===== src/rtl/scalar_writeback.sv =====
// Scalar writeback: one single-entry result buffer per functional unit (alu, ld, br),
// a round-robin arbiter picking one buffered result per cycle, and registered regfile-write/done outputs.
module swb_slot #(
  parameter int DATA_W = 32,
  parameter int REG_W  = 5
) (
  input  logic              CLK,
  input  logic              nRST,
  input  logic              flush,
  input  logic              in_valid,
  input  logic              in_wen,
  input  logic [REG_W-1:0]  in_rd,
  input  logic [DATA_W-1:0] in_data,
  input  logic              grant,
  output logic              ready,
  output logic              slot_valid,
  output logic              slot_wen,
  output logic [REG_W-1:0]  slot_rd,
  output logic [DATA_W-1:0] slot_data
);
  // A granted entry frees its slot in the same cycle, so a back-to-back producer never stalls.
  assign ready = nRST & ~flush & (~slot_valid | grant);

  always_ff @(posedge CLK or negedge nRST) begin
    if (!nRST) begin
      slot_valid <= 1'b0;
      slot_wen   <= 1'b0;
      slot_rd    <= '0;
      slot_data  <= '0;
    end else if (flush) begin
      slot_valid <= 1'b0;
    end else if (in_valid && ready) begin
      slot_valid <= 1'b1;
      slot_wen   <= in_wen;
      slot_rd    <= in_rd;
      slot_data  <= in_data;
    end else if (grant) begin
      slot_valid <= 1'b0;
    end
  end
endmodule

module scalar_writeback #(
  parameter int DATA_W = 32,
  parameter int REG_W  = 5
) (
  input  logic              CLK,
  input  logic              nRST,
  input  logic              flush,
  input  logic              alu_valid,
  output logic              alu_ready,
  input  logic              alu_wen,
  input  logic [REG_W-1:0]  alu_rd,
  input  logic [DATA_W-1:0] alu_data,
  input  logic              ld_valid,
  output logic              ld_ready,
  input  logic              ld_wen,
  input  logic [REG_W-1:0]  ld_rd,
  input  logic [DATA_W-1:0] ld_data,
  input  logic              br_valid,
  output logic              br_ready,
  input  logic              br_wen,
  input  logic [REG_W-1:0]  br_rd,
  input  logic [DATA_W-1:0] br_data,
  output logic              wb_rw_en,
  output logic [REG_W-1:0]  wb_rw,
  output logic [DATA_W-1:0] wb_wdata,
  output logic              wb_alu_done,
  output logic              wb_load_done,
  output logic              wb_branch_done
);
  localparam int NUM_SRC = 3;

  typedef struct packed {
    logic               rw_en;
    logic [REG_W-1:0]   rw;
    logic [DATA_W-1:0]  wdata;
    logic [NUM_SRC-1:0] done;
  } wb_t;

  logic [NUM_SRC-1:0]             src_valid, src_wen, src_ready;
  logic [NUM_SRC-1:0][REG_W-1:0]  src_rd;
  logic [NUM_SRC-1:0][DATA_W-1:0] src_data;
  logic [NUM_SRC-1:0]             buf_valid, buf_wen, grant;
  logic [NUM_SRC-1:0][REG_W-1:0]  buf_rd;
  logic [NUM_SRC-1:0][DATA_W-1:0] buf_data;

  assign src_valid = {br_valid, ld_valid, alu_valid};
  assign src_wen   = {br_wen, ld_wen, alu_wen};
  assign src_rd    = {br_rd, ld_rd, alu_rd};
  assign src_data  = {br_data, ld_data, alu_data};
  assign {br_ready, ld_ready, alu_ready} = src_ready;

  generate
    for (genvar k = 0; k < NUM_SRC; k++) begin : g_slot
      swb_slot #(.DATA_W(DATA_W), .REG_W(REG_W)) u_slot (
        .CLK        (CLK),
        .nRST       (nRST),
        .flush      (flush),
        .in_valid   (src_valid[k]),
        .in_wen     (src_wen[k]),
        .in_rd      (src_rd[k]),
        .in_data    (src_data[k]),
        .grant      (grant[k]),
        .ready      (src_ready[k]),
        .slot_valid (buf_valid[k]),
        .slot_wen   (buf_wen[k]),
        .slot_rd    (buf_rd[k]),
        .slot_data  (buf_data[k])
      );
    end
  endgenerate

  logic [1:0] rr_ptr, gnt_idx, idx;
  logic [2:0] sum;
  logic       gnt_any;

  // Search starts at rr_ptr and wraps; a flush cycle grants nothing.
  always_comb begin
    grant   = '0;
    gnt_any = 1'b0;
    gnt_idx = 2'd0;
    idx     = 2'd0;
    sum     = 3'd0;
    if (!flush) begin
      for (int i = 0; i < NUM_SRC; i++) begin
        sum = {1'b0, rr_ptr} + 3'(i);
        idx = (sum >= 3'd3) ? 2'(sum - 3'd3) : sum[1:0];
        if (!gnt_any && buf_valid[idx]) begin
          gnt_any    = 1'b1;
          gnt_idx    = idx;
          grant[idx] = 1'b1;
        end
      end
    end
  end

  wb_t wb_d, wb_q;

  // x0 is never written, but its done pulse still fires.
  always_comb begin
    wb_d = '0;
    if (gnt_any) begin
      wb_d.done  = grant;
      wb_d.rw_en = buf_wen[gnt_idx] && (buf_rd[gnt_idx] != '0);
      if (wb_d.rw_en) begin
        wb_d.rw    = buf_rd[gnt_idx];
        wb_d.wdata = buf_data[gnt_idx];
      end
    end
  end

  always_ff @(posedge CLK or negedge nRST) begin
    if (!nRST) begin
      rr_ptr <= 2'd0;
      wb_q   <= '0;
    end else begin
      wb_q <= wb_d;
      if (flush)        rr_ptr <= 2'd0;
      else if (gnt_any) rr_ptr <= (gnt_idx == 2'd2) ? 2'd0 : gnt_idx + 2'd1;
    end
  end

  assign wb_rw_en       = wb_q.rw_en;
  assign wb_rw          = wb_q.rw;
  assign wb_wdata       = wb_q.wdata;
  assign wb_alu_done    = wb_q.done[0];
  assign wb_load_done   = wb_q.done[1];
  assign wb_branch_done = wb_q.done[2];
endmodule


===== config.mk =====
export PLATFORM = sky130hd
export DESIGN_NAME = scalar_writeback
export DESIGN_NICKNAME = d
export VERILOG_FILES = /design/src/rtl/scalar_writeback.sv
export SDC_FILE = /design/constraint.sdc
export NUM_CORES = 1
export LEC_CHECK = 0
export CORE_ASPECT_RATIO = 1.25
export CORE_MARGIN = 3
export CORE_UTILIZATION = 50
export DETAILED_ROUTE_END_ITERATION = 12
export PLACE_DENSITY = 0.82
export SETUP_SLACK_MARGIN = 0.5
export SYNTH_ARGS = -nofsm -noshare
export SYNTH_HDL_FRONTEND = slang
export SYNTH_SLANG_ARGS = --single-unit

===== constraint.sdc =====
create_clock -name CLK -period 2.99 [get_ports CLK]
set_input_delay 0.598 -clock CLK [delete_from_list [all_inputs] [get_ports CLK]]
set_output_delay 0.598 -clock CLK [all_outputs]
set_load 0.01 [all_outputs]

==> flow_metrics.tcl <==
set metrics [dict create \
    clock-root-buffer "sky130_fd_sc_hd__clkbuf_16" \
    max_cap_violations 0 \
    viasPerCell 6.113 \
    post-route-drc-count 0 \
    timing.hold.worst.class "primary input to asynchronous set/reset pin" \
    avgRoutedWirePerCell_um 25.94 \
    chipWidth_um 112.6 \
    syn2layout_area_growth_pct 60.35 \
    post_synth.cell_area_avg_um2 12.53 \
    final-max-slew-violation-count 0 \
    detailedRoute.firstPassIterationCount 5 \
    cp_data_required_time_ns 3.25 \
    clock-sinks 160 \
    worstPathArrival_ns 3.35 \
    grt_antenna_before_repair 0 \
    tightest_slew_ns 1.081 \
    detailroute.via_count 6082 \
    irDropWorstVdd_mv 0.4960 \
    die-height_um 139.3 \
    grtUsageTotal_pct 28.70 \
    clock_tree_from_tritoncts "done" \
    path_clk_slew_ns 0.07 \
    asyncSetResetFlopFracSynth_pct 100.0 \
    rows 48 \
    postSynthRegisterBits 160 \
    ys_dominant_reg_cell "sky130_fd_sc_hd__dfrtp_1" \
    number_of_synthesized_flops_with_an_enable_pin 0 \
    failed_checks "setup timing" \
    max_clock_freq_mhz 324.1 \
    post-route-worst-setup-slack_ns -0.09530 \
    outcome "finished, violations left" \
    antenna_cells 0 \
    cp_cell_sequence "inv_4 -> ha_4 -> buf_6 -> buf_6 -> or3b_4 -> o31ai_4 -> nor2_2 -> buf_4 -> nand2_4 -> o2111ai_2 -> o41ai_4 -> buf_6 -> buf_12 -> buf_12 -> a311oi_1" \
    cts_buffers 17 \
    rsz_0062_raised_after_global_routing "true" \
    fillCellCount 692 \
    worstSetupStartpointType "flop" \
    grt_pass1_wl_um 34260 \
    setup_violations 35 \
    io-pin-count 164 \
    cts.htree.levels 4 \
    synth_cell_type_count 52 \
    worst_r2r_path_depth 15 \
    design.final.nets 931 \
    ctsLongestPathBuffers 2 \
    critPathSlowestCell "sky130_fd_sc_hd__dfrtp_2" \
    critPathMaxFanout 5 \
    powerDensity_nw_per_um2 654.9 \
    design_power_total_mw 7.464 \
    layout_worst_path_cycle_share_pct 103.2 \
    holdBufCountCts 0 \
    p_leak_nw 5.027 \
    core-area_um2 13870 \
    ys.warnings.count 0 \
    worst_path_most_repeated_cell "sky130_fd_sc_hd__buf_6" \
    sequential_area_share_after_synthesis_pct 56.34 \
    detailedRoute.firstIterationViolations 473 \
    max_stage_delay_ns 0.44 \
    io_buffers 163 \
    initial_utilization_pct 51.23 \
    insertion_delay_ns 0.43 \
    mappedNetlistNets 691 \
    fin_skew_ns 0.009912 \
    grt_pass1_vias 6141 \
    globalRouteOverflowTotal 0 \
    finalWeightedCongestion 0.9202 \
    tns_ns -2.175 \
    hpwlAfterDp_um 12910 \
    postRouteAntennaNets 0 \
    final-hold-violation-count 0 \
    cp-end-kind "flop" \
    netlist_area_um2 7107 \
    final_layout_size_suffix_gt1_share_pct 39.88 \
    reg_to_reg_setup_timing_slack_ns -0.1 \
    area_of_combinational_cells_with_multiple_inputs_um2 3466 \
    fin_crit_ns 3.085 \
    route.final.wire_length_um 25810 \
    grt_start_max_net_pins 85 \
    syn-instance-count 567 \
    seqCellArea_um2 4009 \
    slew_margin_rel_pct 27.96 \
    worstSetupPathType "flop to flop" \
    overall_die_area_um2 15690 \
]
-- layout by cell type (no fill, tap or decap), types with 3 or more instances in the layout --
master / synthesis / routed
sky130_fd_sc_hd__nand3_1: 8 / 6
sky130_fd_sc_hd__a211oi_2: 1 / 3
sky130_fd_sc_hd__mux2_2: 75 / 35
sky130_fd_sc_hd__mux2_4: 0 / 74
sky130_fd_sc_hd__o21ai_2: 0 / 6
sky130_fd_sc_hd__o21ai_0: 11 / 8
sky130_fd_sc_hd__o22ai_1: 3 / 3
sky130_fd_sc_hd__a21oi_2: 0 / 4
sky130_fd_sc_hd__nor2_1: 46 / 42
sky130_fd_sc_hd__a311oi_2: 29 / 30
sky130_fd_sc_hd__buf_12: 0 / 20
sky130_fd_sc_hd__bufinv_16: 0 / 3
sky130_fd_sc_hd__clkdlybuf4s50_1: 0 / 159
sky130_fd_sc_hd__inv_1: 6 / 4
sky130_fd_sc_hd__buf_4: 1 / 40
sky130_fd_sc_hd__buf_16: 0 / 13
sky130_fd_sc_hd__nand2_1: 75 / 70
sky130_fd_sc_hd__a21oi_1: 15 / 9
sky130_fd_sc_hd__dfrtp_1: 160 / 158
sky130_fd_sc_hd__clkinv_2: 0 / 3
sky130_fd_sc_hd__buf_8: 0 / 3
sky130_fd_sc_hd__clkbuf_16: 0 / 22
sky130_fd_sc_hd__nand2_4: 0 / 3
sky130_fd_sc_hd__buf_6: 6 / 17
sky130_fd_sc_hd__buf_2: 15 / 3
sky130_fd_sc_hd__mux2_1: 39 / 5
-- per-layer routing --
metal	GRT usage (%)	share of wire [%]
met1	33.24	35
met2	50.47	50
met3	6.394	7.7
met4	12.85	6.9
met5	0	0
-- cell type report --
class                           count  share of cell area (%)
Sequential cell                   160                   35.18
Multi-Input combinational cell    360                   30.41
Timing Repair Buffer              261                   26.84
Clock buffer                       20                   4.007
Tap cell                          175                   1.921
Clock inverter                     12                   1.383
Inverter                            7                  0.2525
-- cell families (layout without fill, tap and decap cells) --
family          count (synthesis)  in the layout  share of synthesized area (%)
simple gates                  152            152                          9.226
fa+ha+maj                       4              4                         0.7043
buf+inv                        47            300                          3.433
flops                         160            160                          56.34
compound gates                 89             89                          12.10
mux                           115            115                          18.20
-- report_power, final --
group | switching [mW] | internal [mW]
clock | 0.898 | 1.36
sequential | 0.353 | 2.61
combinational | 0.945 | 1.29
total | 2.20 | 5.27
-- synthesized netlist by cell type (2+ instances only) --
library cell	instances	area [um^2]
sky130_fd_sc_hd__a211oi_1	2	15.01
sky130_fd_sc_hd__a21oi_1	15	75.07
sky130_fd_sc_hd__a22oi_1	2	15.01
sky130_fd_sc_hd__a2bb2oi_1	2	17.52
sky130_fd_sc_hd__a311oi_1	3	26.28
sky130_fd_sc_hd__a311oi_2	29	435.4
sky130_fd_sc_hd__a31oi_1	2	12.51
sky130_fd_sc_hd__and2_1	3	18.77
sky130_fd_sc_hd__buf_2	15	75.07
sky130_fd_sc_hd__buf_6	6	67.56
sky130_fd_sc_hd__clkbuf_1	18	67.56
sky130_fd_sc_hd__dfrtp_1	160	4004
sky130_fd_sc_hd__ha_1	4	50.05
sky130_fd_sc_hd__inv_1	6	22.52
sky130_fd_sc_hd__mux2_1	39	439.2
sky130_fd_sc_hd__mux2_2	75	844.6
sky130_fd_sc_hd__nand2_1	75	281.5
sky130_fd_sc_hd__nand2b_1	3	18.77
sky130_fd_sc_hd__nand3_1	8	40.04
sky130_fd_sc_hd__nor2_1	46	172.7
sky130_fd_sc_hd__nor2b_1	2	12.51
sky130_fd_sc_hd__nor3_1	3	15.01
sky130_fd_sc_hd__o2111ai_1	2	17.52
sky130_fd_sc_hd__o21ai_0	11	55.05
sky130_fd_sc_hd__o21ai_1	3	15.01
sky130_fd_sc_hd__o22ai_1	3	18.77
sky130_fd_sc_hd__o2bb2ai_1	2	17.52
sky130_fd_sc_hd__o31ai_1	3	22.52
sky130_fd_sc_hd__o32a_1	2	20.02
-- metrics by stage --
| step | instances | utilization (%) | cell area, um^2 | hold WS (ns) | worst slack (ns) |
|---|---|---|---|---|---|
| floorplan | 567 | - | 7202 | 0.3024 | 0.3787 |
| global placement | 893 | 65.59 | 9100 | 0.4694 | 0.05857 |
| detailed placement | 893 | 65.59 | 9100 | 0.4806 | -0.07757 |
| CTS | 972 | 76.98 | 10680 | 0.4427 | 0.1024 |
| global route | 995 | 82.14 | 11400 | 0.4874 | -0.1595 |
| finish | 995 | 82.14 | 11400 | 0.4090 | -0.09530 |
-- registers in the layout (all words and copies together), names as in the netlist, 2 cells and up --
signal                    count
rr_ptr                        2
g_slot.u_slot.slot_wen        3
g_slot.u_slot.slot_data      96
wb_wdata                     32
g_slot.u_slot.slot_rd        15
g_slot.u_slot.slot_valid      3
wb_rw                         5
-- final timing paths --
kind,startpoint,endpoint
min in group CLK,g_slot[2].u_slot.slot_data[11],g_slot[2].u_slot.slot_data[11]
max in group asynchronous,nRST,g_slot[2].u_slot.slot_valid
worst max-delay path,rr_ptr[0],wb_wdata[3]
worst min register to register,g_slot[2].u_slot.slot_data[11],g_slot[2].u_slot.slot_data[11]
worst max register to register,rr_ptr[0],wb_wdata[3]
worst min-delay path,nRST,g_slot[1].u_slot.slot_rd[4]
-- worst max-delay path: cells and delay by family (launching register included) --
kind	cells	cell delay [ns]
flops	1	0.44
fa+ha+maj	1	0.22
simple gates	3	0.59
compound gates	4	0.73
buf+inv	7	0.94
-- repair_timing --
action                                  4_1_cts  5_1_grt
pin swaps                                    20       19
gates resized for setup                      81      101
endpoints found under the setup margin      145      154
endpoints found under the hold margin         0        0
gates cloned                                 14        6
buffers inserted                             33       17
Note: power is estimated with default switching activity, not from simulation.
